`src/rtl/led_panel_pkg.sv`:
```
// led_panel_pkg: shared constants and helpers for the LED panel scheduler.
//   - Owner encoding (OWN_NONE, OWN_USR, OWN_ACT, OWN_ERR).
//   - FSM state constants (ST_IDLE, ST_OWNED).
//   - CNT_W: width of the hold and stretch tick counters.
//   - top_owner(): highest-priority requester in a request vector.
//   - owner_mask(): one-hot request/grant bit belonging to an owner.
package led_panel_pkg;

    localparam int unsigned CNT_W = 4;

    localparam logic [1:0] OWN_NONE = 2'd0;
    localparam logic [1:0] OWN_USR  = 2'd1;
    localparam logic [1:0] OWN_ACT  = 2'd2;
    localparam logic [1:0] OWN_ERR  = 2'd3;

    localparam logic [0:0] ST_IDLE  = 1'b0;
    localparam logic [0:0] ST_OWNED = 1'b1;

    // req[2] error > req[1] activity > req[0] user
    function automatic logic [1:0] top_owner(input logic [2:0] r);
        if (r[2]) begin
            return OWN_ERR;
        end else if (r[1]) begin
            return OWN_ACT;
        end else if (r[0]) begin
            return OWN_USR;
        end
        return OWN_NONE;
    endfunction

    function automatic logic [2:0] owner_mask(input logic [1:0] o);
        case (o)
            OWN_USR: return 3'b001;
            OWN_ACT: return 3'b010;
            OWN_ERR: return 3'b100;
            default: return 3'b000;
        endcase
    endfunction

endpackage

```
`src/rtl/led_pulse_stretch.sv`:
```
// led_pulse_stretch: turns a rising edge on trig into an LED on-time of
// STRETCH_TICKS prescaler ticks (first tick may be partial).
// Ports:
//   clock, reset_n  system clock, async active-low reset
//   tick            1-cycle prescaler pulse
//   trig            trigger level (synchronous to clock)
//   led             registered stretched output
module led_pulse_stretch
    import led_panel_pkg::*;
#(
    parameter int unsigned STRETCH_TICKS = 2
) (
    input  logic clock,
    input  logic reset_n,
    input  logic tick,
    input  logic trig,
    output logic led
);

    localparam logic [CNT_W-1:0] STRETCH_LD = CNT_W'(STRETCH_TICKS);

    logic             trig_q;
    logic [CNT_W-1:0] cnt_q, cnt_d;
    logic             led_q;

    // A new edge reloads even when it lands on a tick or the LED is already lit.
    always_comb begin
        cnt_d = cnt_q;
        if (trig && !trig_q) begin
            cnt_d = STRETCH_LD;
        end else if (tick && cnt_q != '0) begin
            cnt_d = cnt_q - CNT_W'(1);
        end
    end

    always_ff @(posedge clock or negedge reset_n) begin
        if (!reset_n) begin
            trig_q <= 1'b0;
            cnt_q  <= '0;
            led_q  <= 1'b0;
        end else begin
            trig_q <= trig;
            cnt_q  <= cnt_d;
            led_q  <= (cnt_d != '0);
        end
    end

    assign led = led_q;

endmodule

```
`src/rtl/led_panel_scheduler.sv`:
```
// led_panel_scheduler: shares the adapter LED bank between three prioritised
// requesters. Idle shows {heartbeat, 0, 0, mode, id}; a granted requester
// drives its live pattern onto the bar and is protected by a minimum hold.
// Two trigger inputs are stretched onto led2/led3.
// Optional build macro: LED_PANEL_SYNC_EN adds 2-flop synchronisers on
// req, trig, mode and id (latency +2 clocks).
// Ports:
//   clock, reset_n              system clock, async active-low reset
//   mode, id                    adapter straps shown in the idle pattern
//   req[2:0]                    [2] error, [1] activity, [0] user
//   err_code, act_pat, usr_pat  live bar patterns per requester
//   trig[1:0]                   trigger levels, rising edges stretched
//   grant[2:0]                  one-hot owner, 0 when idle
//   led1                        heartbeat (4x rate while error owns)
//   led2, led3                  stretched trig[0], trig[1]
//   ld[7:0]                     LED bar (ld[7] = pin ld1)
module led_panel_scheduler
    import led_panel_pkg::*;
#(
    parameter int unsigned CLK_DIV_W     = 25,
    parameter int unsigned HOLD_TICKS    = 4,
    parameter int unsigned STRETCH_TICKS = 2
) (
    input  logic       clock,
    input  logic       reset_n,
    input  logic       mode,
    input  logic [3:0] id,
    input  logic [2:0] req,
    input  logic [7:0] err_code,
    input  logic [7:0] act_pat,
    input  logic [7:0] usr_pat,
    input  logic [1:0] trig,
    output logic [2:0] grant,
    output logic       led1,
    output logic       led2,
    output logic       led3,
    output logic [7:0] ld
);

    if (HOLD_TICKS < 1 || HOLD_TICKS > 15) begin : g_bad_hold
        $error("HOLD_TICKS must be 1..15");
    end
    if (STRETCH_TICKS < 1 || STRETCH_TICKS > 15) begin : g_bad_stretch
        $error("STRETCH_TICKS must be 1..15");
    end
    if (CLK_DIV_W < 3) begin : g_bad_div
        $error("CLK_DIV_W must be at least 3");
    end

    localparam logic [CNT_W-1:0] HOLD_LD = CNT_W'(HOLD_TICKS);

    logic [2:0] req_s;
    logic [1:0] trig_s;
    logic       mode_s;
    logic [3:0] id_s;

`ifdef LED_PANEL_SYNC_EN
    logic [9:0] sync1_q, sync2_q;

    always_ff @(posedge clock or negedge reset_n) begin
        if (!reset_n) begin
            sync1_q <= '0;
            sync2_q <= '0;
        end else begin
            sync1_q <= {req, trig, mode, id};
            sync2_q <= sync1_q;
        end
    end

    assign {req_s, trig_s, mode_s, id_s} = sync2_q;
`else
    assign {req_s, trig_s, mode_s, id_s} = {req, trig, mode, id};
`endif

    // Prescaler
    logic [CLK_DIV_W-1:0] div_q, div_d;
    logic                 tick;

    assign div_d = div_q + CLK_DIV_W'(1);
    assign tick  = &div_q;

    // Arbitration FSM
    logic [0:0]       state_q, state_d;
    logic [1:0]       owner_q, owner_d;
    logic [CNT_W-1:0] hold_q, hold_d;
    logic [2:0]       own_mask, others;

    assign own_mask = owner_mask(owner_q);
    assign others   = req_s & ~own_mask;

    always_comb begin
        state_d = state_q;
        owner_d = owner_q;
        hold_d  = hold_q;
        if (state_q == ST_IDLE) begin
            if (|req_s) begin
                state_d = ST_OWNED;
                owner_d = top_owner(req_s);
                hold_d  = HOLD_LD;
            end
        end else if ((req_s & own_mask) == 3'b000) begin
            // Owner released: hand over at once, hold does not apply.
            owner_d = top_owner(req_s);
            hold_d  = HOLD_LD;
            if (owner_d == OWN_NONE) begin
                state_d = ST_IDLE;
                hold_d  = '0;
            end
        end else if (req_s[2] && owner_q != OWN_ERR) begin
            owner_d = OWN_ERR;
            hold_d  = HOLD_LD;
        end else if (hold_q == '0 && |others && owner_q != OWN_ERR) begin
            // Error never rotates away while req[2] is still held.
            owner_d = top_owner(others);
            hold_d  = HOLD_LD;
        end else if (tick && hold_q != '0) begin
            hold_d = hold_q - CNT_W'(1);
        end
    end

    // Outputs are registered from next-state values so grant and ld move together.
    logic [7:0] ld_d;
    logic       led1_d;

    always_comb begin
        case (owner_d)
            OWN_USR: ld_d = usr_pat;
            OWN_ACT: ld_d = act_pat;
            OWN_ERR: ld_d = err_code;
            default: ld_d = {div_d[CLK_DIV_W-1], 2'b00, mode_s, id_s};
        endcase
        led1_d = (owner_d == OWN_ERR) ? div_d[CLK_DIV_W-3] : div_d[CLK_DIV_W-1];
    end

    logic [2:0] grant_q;
    logic [7:0] ld_q;
    logic       led1_q;

    always_ff @(posedge clock or negedge reset_n) begin
        if (!reset_n) begin
            div_q   <= '0;
            state_q <= ST_IDLE;
            owner_q <= OWN_NONE;
            hold_q  <= '0;
            grant_q <= 3'b000;
            ld_q    <= 8'h00;
            led1_q  <= 1'b0;
        end else begin
            div_q   <= div_d;
            state_q <= state_d;
            owner_q <= owner_d;
            hold_q  <= hold_d;
            grant_q <= owner_mask(owner_d);
            ld_q    <= ld_d;
            led1_q  <= led1_d;
        end
    end

    assign grant = grant_q;
    assign ld    = ld_q;
    assign led1  = led1_q;

    led_pulse_stretch #(
        .STRETCH_TICKS(STRETCH_TICKS)
    ) u_stretch0 (
        .clock  (clock),
        .reset_n(reset_n),
        .tick   (tick),
        .trig   (trig_s[0]),
        .led    (led2)
    );

    led_pulse_stretch #(
        .STRETCH_TICKS(STRETCH_TICKS)
    ) u_stretch1 (
        .clock  (clock),
        .reset_n(reset_n),
        .tick   (tick),
        .trig   (trig_s[1]),
        .led    (led3)
    );

endmodule

```
`config.mk`:
```
export PLATFORM = sky130hd
export DESIGN_NAME = led_panel_scheduler
export DESIGN_NICKNAME = d
export VERILOG_FILES = /design/src/rtl/led_panel_pkg.sv /design/src/rtl/led_pulse_stretch.sv /design/src/rtl/led_panel_scheduler.sv
export SDC_FILE = /design/constraint.sdc
export NUM_CORES = 1
export LEC_CHECK = 0
export ABC_AREA = 1
export CAP_MARGIN = 30
export CORE_ASPECT_RATIO = 2
export CORE_MARGIN = 2
export CORE_UTILIZATION = 53
export DETAILED_ROUTE_END_ITERATION = 16
export PLACE_DENSITY = 0.8
export SYNTH_ARGS = -nofsm -noshare
export SYNTH_HDL_FRONTEND = slang
export SYNTH_SLANG_ARGS = --single-unit
```
`constraint.sdc`:
```
create_clock -name clock -period 2.6 [get_ports clock]
set_clock_uncertainty 0.2 [all_clocks]
set_input_delay 0.78 -clock clock [delete_from_list [all_inputs] [get_ports clock]]
set_output_delay 0.78 -clock clock [all_outputs]
set_load 0.1 [all_outputs]
```
==> results.txt, run 1 <==
Peak Freq -> 0.4137 GHz
Largest net degree at the start of global routing -> 57
Post-synthesis cell count -> 322
Post-synthesis compound-gate area fraction -> 3.938%
Kind of critical path -> primary input to flop
Final HPWL DP -> 4.713 mm
Fin Hold WS -> 239.0 ps
Worst Reg-to-Reg Cells -> 12
Seq/Total Area, Yosys -> 48.46%
R2R setup slack -> 460 ps
I/O pin total -> 50
Syn Area/Cell -> 8.980 sq um
Final worst-path cycle share -> 92.98%
Slew Viols, Final -> 0
Status -> finished, final reports clean
Global route total overflow -> 0
FF-to-FF Start -> div_q[0]
Total track usage -> 21.30%
I/O Buffers -> 49
Die area -> 6098 sq um
Routed vias -> 2,388
RSZ-0062 raised after global routing -> no
WL/cell -> 13.63 um
Startpoint Class -> primary input
Mapped Area -> 2892 sq um
Lkg Pwr -> 1.781 nW
Syn Nets -> 363
Largest fanout on the critical path -> 7
Leading area contributor after synthesis -> dfrtp_1
Post-place setup slack -> -201.3 ps
DR vias/cell -> 5.354
Placed insts -> 438
Synth Area in Adders -> 2.164%
Yosys top cell area share -> 48.46%
DR iter-0 viols -> 97
Final setup violation count -> 0
Final ANT Viol Nets -> 0
Initial antenna violation count -> 0
CP Capture Type -> flop
Area contributors post-synth -> dfrtp_1 48%, nand2_1 8.2%, xor2_1 5.1%, nand3_1 5.0%, inv_1 4.8%
Final worst slack -> 182.5 ps
Share of cells above drive strength 1 -> 17.36%
Critical Path Stages -> 11
Clock latency at the later pin of the worst-skew pair -> 320 ps
H-Tree Depth -> 2
Buf/Inv on CP -> 1
Worst setup startpoint -> req[2]
Synth Area in XOR/XNOR -> 8.481%
Area Growth Syn to Fin -> 23.80%
Cell family with most CP delay -> simple AND/OR/NAND/NOR gates
Crit path DAT -> 2470 ps
Synth warnings -> 0
CP cell instances -> clkdlybuf4s50_1 -> nand3_1 -> nand3_2 -> nand2_2 -> nor2_1 -> nand2_1 -> o21ai_1 -> nor2_4 -> nor2_2 -> nand2_1 -> nand3_1
Max Cap Violations -> 0
Netlist cell types -> 30
Initial Util -> 54.30%
TritonRoute pass-1 iters -> 4
Minimum clock period -> 2418 ps
CP endpoint -> ld[5]
Die span in x -> 56.23 um
CTS Buf Count -> 5
CTS clock-pin slew for the worst setup and hold paths -> 110 ps
Root Driver -> clkbuf_8
Clock sinks -> 56
Core area -> 5325 sq um
Worst slew pin tran -> 323.5 ps
Mux cell area share after synthesis -> 0%
Drt total wl -> 6.081 mm
Die height -> 108.5 um
CP peak stage delay -> 560 ps
Cell Area, Placed -> 3475 sq um
Vias in the first global route -> 2,427
Simple-Gate Fraction of Synth Area -> 30.98%
Clk buf depth -> 2
Design area -> 3580 sq um
TritonCTS clock tree -> yes
Crit path max-delay cell type -> clkdlybuf4s50_1
Worst hold path class -> primary input to async pin
Final core utilization -> 67.22%
Final hold vios -> 0
Reg2reg end -> u_stretch1.led
Global-route wire length before repair -> 10.47 mm
Largest family of logic cells by synthesized area -> simple AND/OR/NAND/NOR gates
Ant diodes -> 0
Synthesized flop and latch total -> 56
Num rows -> 38
Number of remaining DRC errors -> 0
Slew margin rel. -> 78.24%
VDD IR max -> 1.074 mV
Final non-filler cell total -> 446
Critical Path RT -> 2650 ps
Total Nets Final -> 426
GPL Wtd Cong -> 0.9472
Pwr/cell area -> 861.4 nW/um^2
## metal layers
layer	vias up	wire length, um	GRT usage (%)
met5	-	0	0
met4	0	76	7.313
met3	6	276	2.871
met2	68	3139	38.32
met1	1151	2588	25.82
li1	1163	-	-
## final cells by class
type / count / area, sq um
tap: 60 / 75.07
fill: 419 / 1745
inverter: 40 / 150.1
sequential: 56 / 1401
clock buffer: 6 / 72.57
clock inverter: 2 / 16.27
multi-input combinational: 224 / 1334
timing repair buffer: 58 / 530.5
## cell usage after synthesis
master    count
nand4_1      15
nor2_4        4
o31ai_1       1
ha_1          5
o21ai_1       1
o21ai_0       3
nor2_2        6
xor2_1       17
inv_2         3
nor3b_1       1
a21oi_2       1
nor2_1       23
nor4_1        2
nor3_1        7
nand3_1      29
nand3b_4      1
inv_1        37
a31oi_1       1
nor2_8        1
dfrtp_1      56
nor3_2        1
o221ai_1      1
nand3_2       5
nand2_4       3
xnor2_1      11
o21bai_1      1
nand2_2      10
nand2_1      63
a21oi_1      11
buf_6         2
## worst min-delay path by stage
stage	start	endpoint	slack (ps)	cells after the start
floorplan	div_q[0]	div_q[0]	220	1
global placement	div_q[0]	div_q[0]	230	1
detailed placement	div_q[0]	div_q[0]	250	1
finish	reset_n	div_q[21]	240	2
CTS	reset_n	div_q[21]	260	2
global route	reset_n	div_q[23]	270	2
## through the flow
stage	total power, W	setup TNS [ps]
after global routing	0.003229	0
final	0.003084	0
after global placement	0.002553	-769.7
after CTS	0.003067	0
after floorplan	0.002214	0
after detailed placement	0.002591	-1561
## cell families (layout without fill, tap and decap cells)
group,Yosys count,in the layout
AOI/OAI and AO/OA,20,20
xor gates and xnor gates,28,28
adders and majority gates,5,5
buffers and inverters,42,106
DFF,56,56
and+or+nand+nor,171,171
## placed cells by master, fill, tap and decap left out, types with 11 or more instances in the layout
cell             netlist  layout
clkdlybuf4s50_1        0      34
buf_4                  0      22
dfrtp_1               56      56
inv_1                 37      37
nand4_1               15      15
nand3_1               29      29
nor2_1                23      23
nand2_1               63      63
xnor2_1               11      11
xor2_1                17      17
## registers in the layout (all words and copies together) (netlist names)
register and flops:
div_q 25, ld 8, hold_q 4, u_stretch0.cnt_q 4, u_stretch1.cnt_q 4, grant 3, owner_q 2, led1 1
state_q 1, u_stretch0.led 1, u_stretch0.trig_q 1, u_stretch1.led 1, u_stretch1.trig_q 1
## what timing repair did
action / CTS / global route
setup buffers: 0 / 0
hold buffers: 0 / 0
gates resized for setup: 0 / 3
setup endpoints to repair: 0 / 9
## report_power, final
part	leakage (nW)	internal [W]	total, W	switching (W)
Sequential	0.709	0.000989	0.00106	0.0000705
Clock	0.0414	0.000192	0.000481	0.000288
Combinational	1.03	0.000412	0.00154	0.00113
Power figures use the tool's default switching activity.
==> run 2, diff against run 1 <==
--- a/config.mk
+++ b/config.mk
@@ -11,6 +11,7 @@
 export CORE_MARGIN = 2
 export CORE_UTILIZATION = 53
 export DETAILED_ROUTE_END_ITERATION = 16
+export GPL_TIMING_DRIVEN = 0
 export PLACE_DENSITY = 0.8
 export SYNTH_ARGS = -nofsm -noshare
 export SYNTH_HDL_FRONTEND = slang
==> run 2 against run 1 <==
  * Final area is 0.31% higher
  * Non-clock buffer count fell by 5
  * Worst hold slack lost 58 ps
  * Critical path depth is 10 lower
  * Power is 2.5% higher
  * Sequential cell count did not move
  * Routed wire length shrank 4.0%
==> results.txt, run 2 (synthesis results as in run 1) <==
Max Cap Violations -> 0 (unchanged)
Final worst slack -> 98.40 ps (was 182.5 ps)
Vias in the first global route -> 2,283 (was 2,427)
Total track usage -> 20.65% (was 21.30%)
TritonRoute pass-1 iters -> 4 (unchanged)
Num rows -> 38 (unchanged)
Startpoint Class -> flop (was primary input)
Crit path max-delay cell type -> dlygate4sd2_1 (was clkdlybuf4s50_1)
Crit path DAT -> 1520 ps (was 2470 ps)
Final ANT Viol Nets -> 0 (unchanged)
Max reg flops -> 25 (unchanged)
Initial Util -> 54.30% (unchanged)
Cell family with most CP delay -> buffers and inverters (was simple AND/OR/NAND/NOR gates)
Final hold vios -> 0 (unchanged)
DR iter-0 viols -> 87 (was 97)
Root Driver -> clkbuf_8 (unchanged)
Final core utilization -> 67.43% (was 67.22%)
Most common cell after layout, fill and taps aside -> nand2_1 (unchanged)
Drt total wl -> 5.839 mm (was 6.081 mm)
Clock sinks -> 56 (unchanged)
Clock latency at the later pin of the worst-skew pair -> 310 ps (was 320 ps)
Initial antenna violation count -> 0 (unchanged)
Largest net degree at the start of global routing -> 40 (was 57)
Largest fanout on the critical path -> 1 (was 7)
Routed vias -> 2,349 (was 2,388)
Final worst-path cycle share -> 96.22% (was 92.98%)
Core area -> 5325 sq um (unchanged)
Biggest register -> div_q (unchanged)
Die area -> 6098 sq um (unchanged)
Final HPWL DP -> 4.440 mm (was 4.713 mm)
Die span in x -> 56.23 um (unchanged)
CP cell instances -> dlygate4sd2_1 (was clkdlybuf4s50_1 -> nand3_1 -> nand3_2 -> nand2_2 -> nor2_1 -> nand2_1 -> o21ai_1 -> nor2_4 -> nor2_2 -> nand2_1 -> nand3_1)
Slew Viols, Final -> 0 (unchanged)
CP peak stage delay -> 860 ps (was 560 ps)
Final setup violation count -> 0 (unchanged)
Buf/Inv on CP -> 1 (unchanged)
CTS clock-pin slew for the worst setup and hold paths -> 100 ps (was 110 ps)
Worst hold path class -> primary input to async pin (unchanged)
I/O Buffers -> 49 (unchanged)
Commonest cells after routing, fill and taps aside -> 62 x nand2_1, 56 x dfrtp_1, 37 x inv_1 (was 63 x nand2_1, 56 x dfrtp_1, 37 x inv_1)
CTS Buf Count -> 5 (unchanged)
Lkg Pwr -> 1.791 nW (was 1.781 nW)
VDD IR max -> 1.023 mV (was 1.074 mV)
Die height -> 108.5 um (unchanged)
WL/cell -> 13.24 um (was 13.63 um)
# hold bufs at CTS -> 0 (unchanged)
Ant diodes -> 0 (unchanged)
Kind of critical path -> flop to output port (was primary input to flop)
Worst slew pin tran -> 969.4 ps (was 323.5 ps)
Global route total overflow -> 0 (unchanged)
Minimum clock period -> 2502 ps (was 2418 ps)
Post-place setup slack -> -199.1 ps (was -201.3 ps)
Critical Path RT -> 1620 ps (was 2650 ps)
CP Capture Type -> output port (was flop)
Area Growth Syn to Fin -> 24.19% (was 23.80%)
GPL Wtd Cong -> 0.8904 (was 0.9472)
Pwr/cell area -> 879.8 nW/um^2 (was 861.4 nW/um^2)
Global-route wire length before repair -> 10.05 mm (was 10.47 mm)
H-Tree Depth -> 2 (unchanged)
Total Nets Final -> 421 (was 426)
I/O pin total -> 50 (unchanged)
Status -> finished, final reports clean (unchanged)
TritonCTS clock tree -> yes (unchanged)
Number of remaining DRC errors -> 0 (unchanged)
Share of cells above drive strength 1 -> 12.86% (was 17.36%)
Peak Freq -> 0.3997 GHz (was 0.4137 GHz)
Slew margin rel. -> 35.63% (was 78.24%)
Clk buf depth -> 2 (unchanged)
DR vias/cell -> 5.327 (was 5.354)
## run 2: cell count changes in the layout (fill, tap and decap cells not counted), sizes merged
cell / change
bufinv: +1
buf: -19
clkinv: -1
dlygate4sd2: +14
clkbuf: +1
clkinvlp: -1
## run 2: path summary, 6_finish.rpt
check	startpoint	end	slack, ps	depth (start not counted)
setup reg to reg	div_q[0]	u_stretch1.led	440	10
hold / removal	reset_n	div_q[7]	180	1
hold reg to reg	div_q[0]	div_q[0]	270	1
max in group asynchronous	reset_n	div_q[17]	1480	2
setup / recovery	grant[1]	grant[1]	100	1
min in group clock	div_q[0]	div_q[0]	270	1
## run 2: layout make-up
class	instances	area, sq um
multi-input cells	224	1320
clock inverters	1	30.03
fillers	409	1734
clock buffers	7	96.34
plain buffers	2	22.52
repair buffers	51	495.5
well taps	60	75.07
flip-flops and latches	56	1401
inverters	40	150.1
## run 2: per-stage QoR
stage               setup TNS, ps  area (sq um)  total power, W  std cells  hold slack (ps)
floorplan                       0          2892        0.002214        322            222.1
global placement           -62180          3457        0.002563        431            236.4
detailed placement          -1485          3472        0.002598        432            263.7
CTS                             0          3581        0.003152        440            189.9
global route               -49.45          3591        0.003308        441            218.2
finish                          0          3591        0.003159        441            181.0
## run 2: metal layers
layer | GRT usage, % | vias up | part of all wire (%) | wire length, um
li1 | - | 1165 | - | -
met1 | 25.72 | 1111 | 43 | 2509
met2 | 34.71 | 67 | 50 | 2903
met3 | 5.024 | 6 | 5.9 | 343
met4 | 7.313 | 0 | 1.4 | 82
met5 | 0 | - | 0 | 0
## run 2: timing repair
action / CTS / global route
setup endpoints to repair: 14 / 4
setup buffers: 0 / 1
pin swaps: 0 / 1
gates resized for setup: 14 / 1
## run 2: power by group
part / internal [W] / leakage [nW] / switching (W)
Combinational: 0.000370 / 1.02 / 0.00112
Sequential: 0.000989 / 0.709 / 0.0000619
Clock: 0.000340 / 0.0645 / 0.000276
Total: 0.00170 / 1.79 / 0.00146
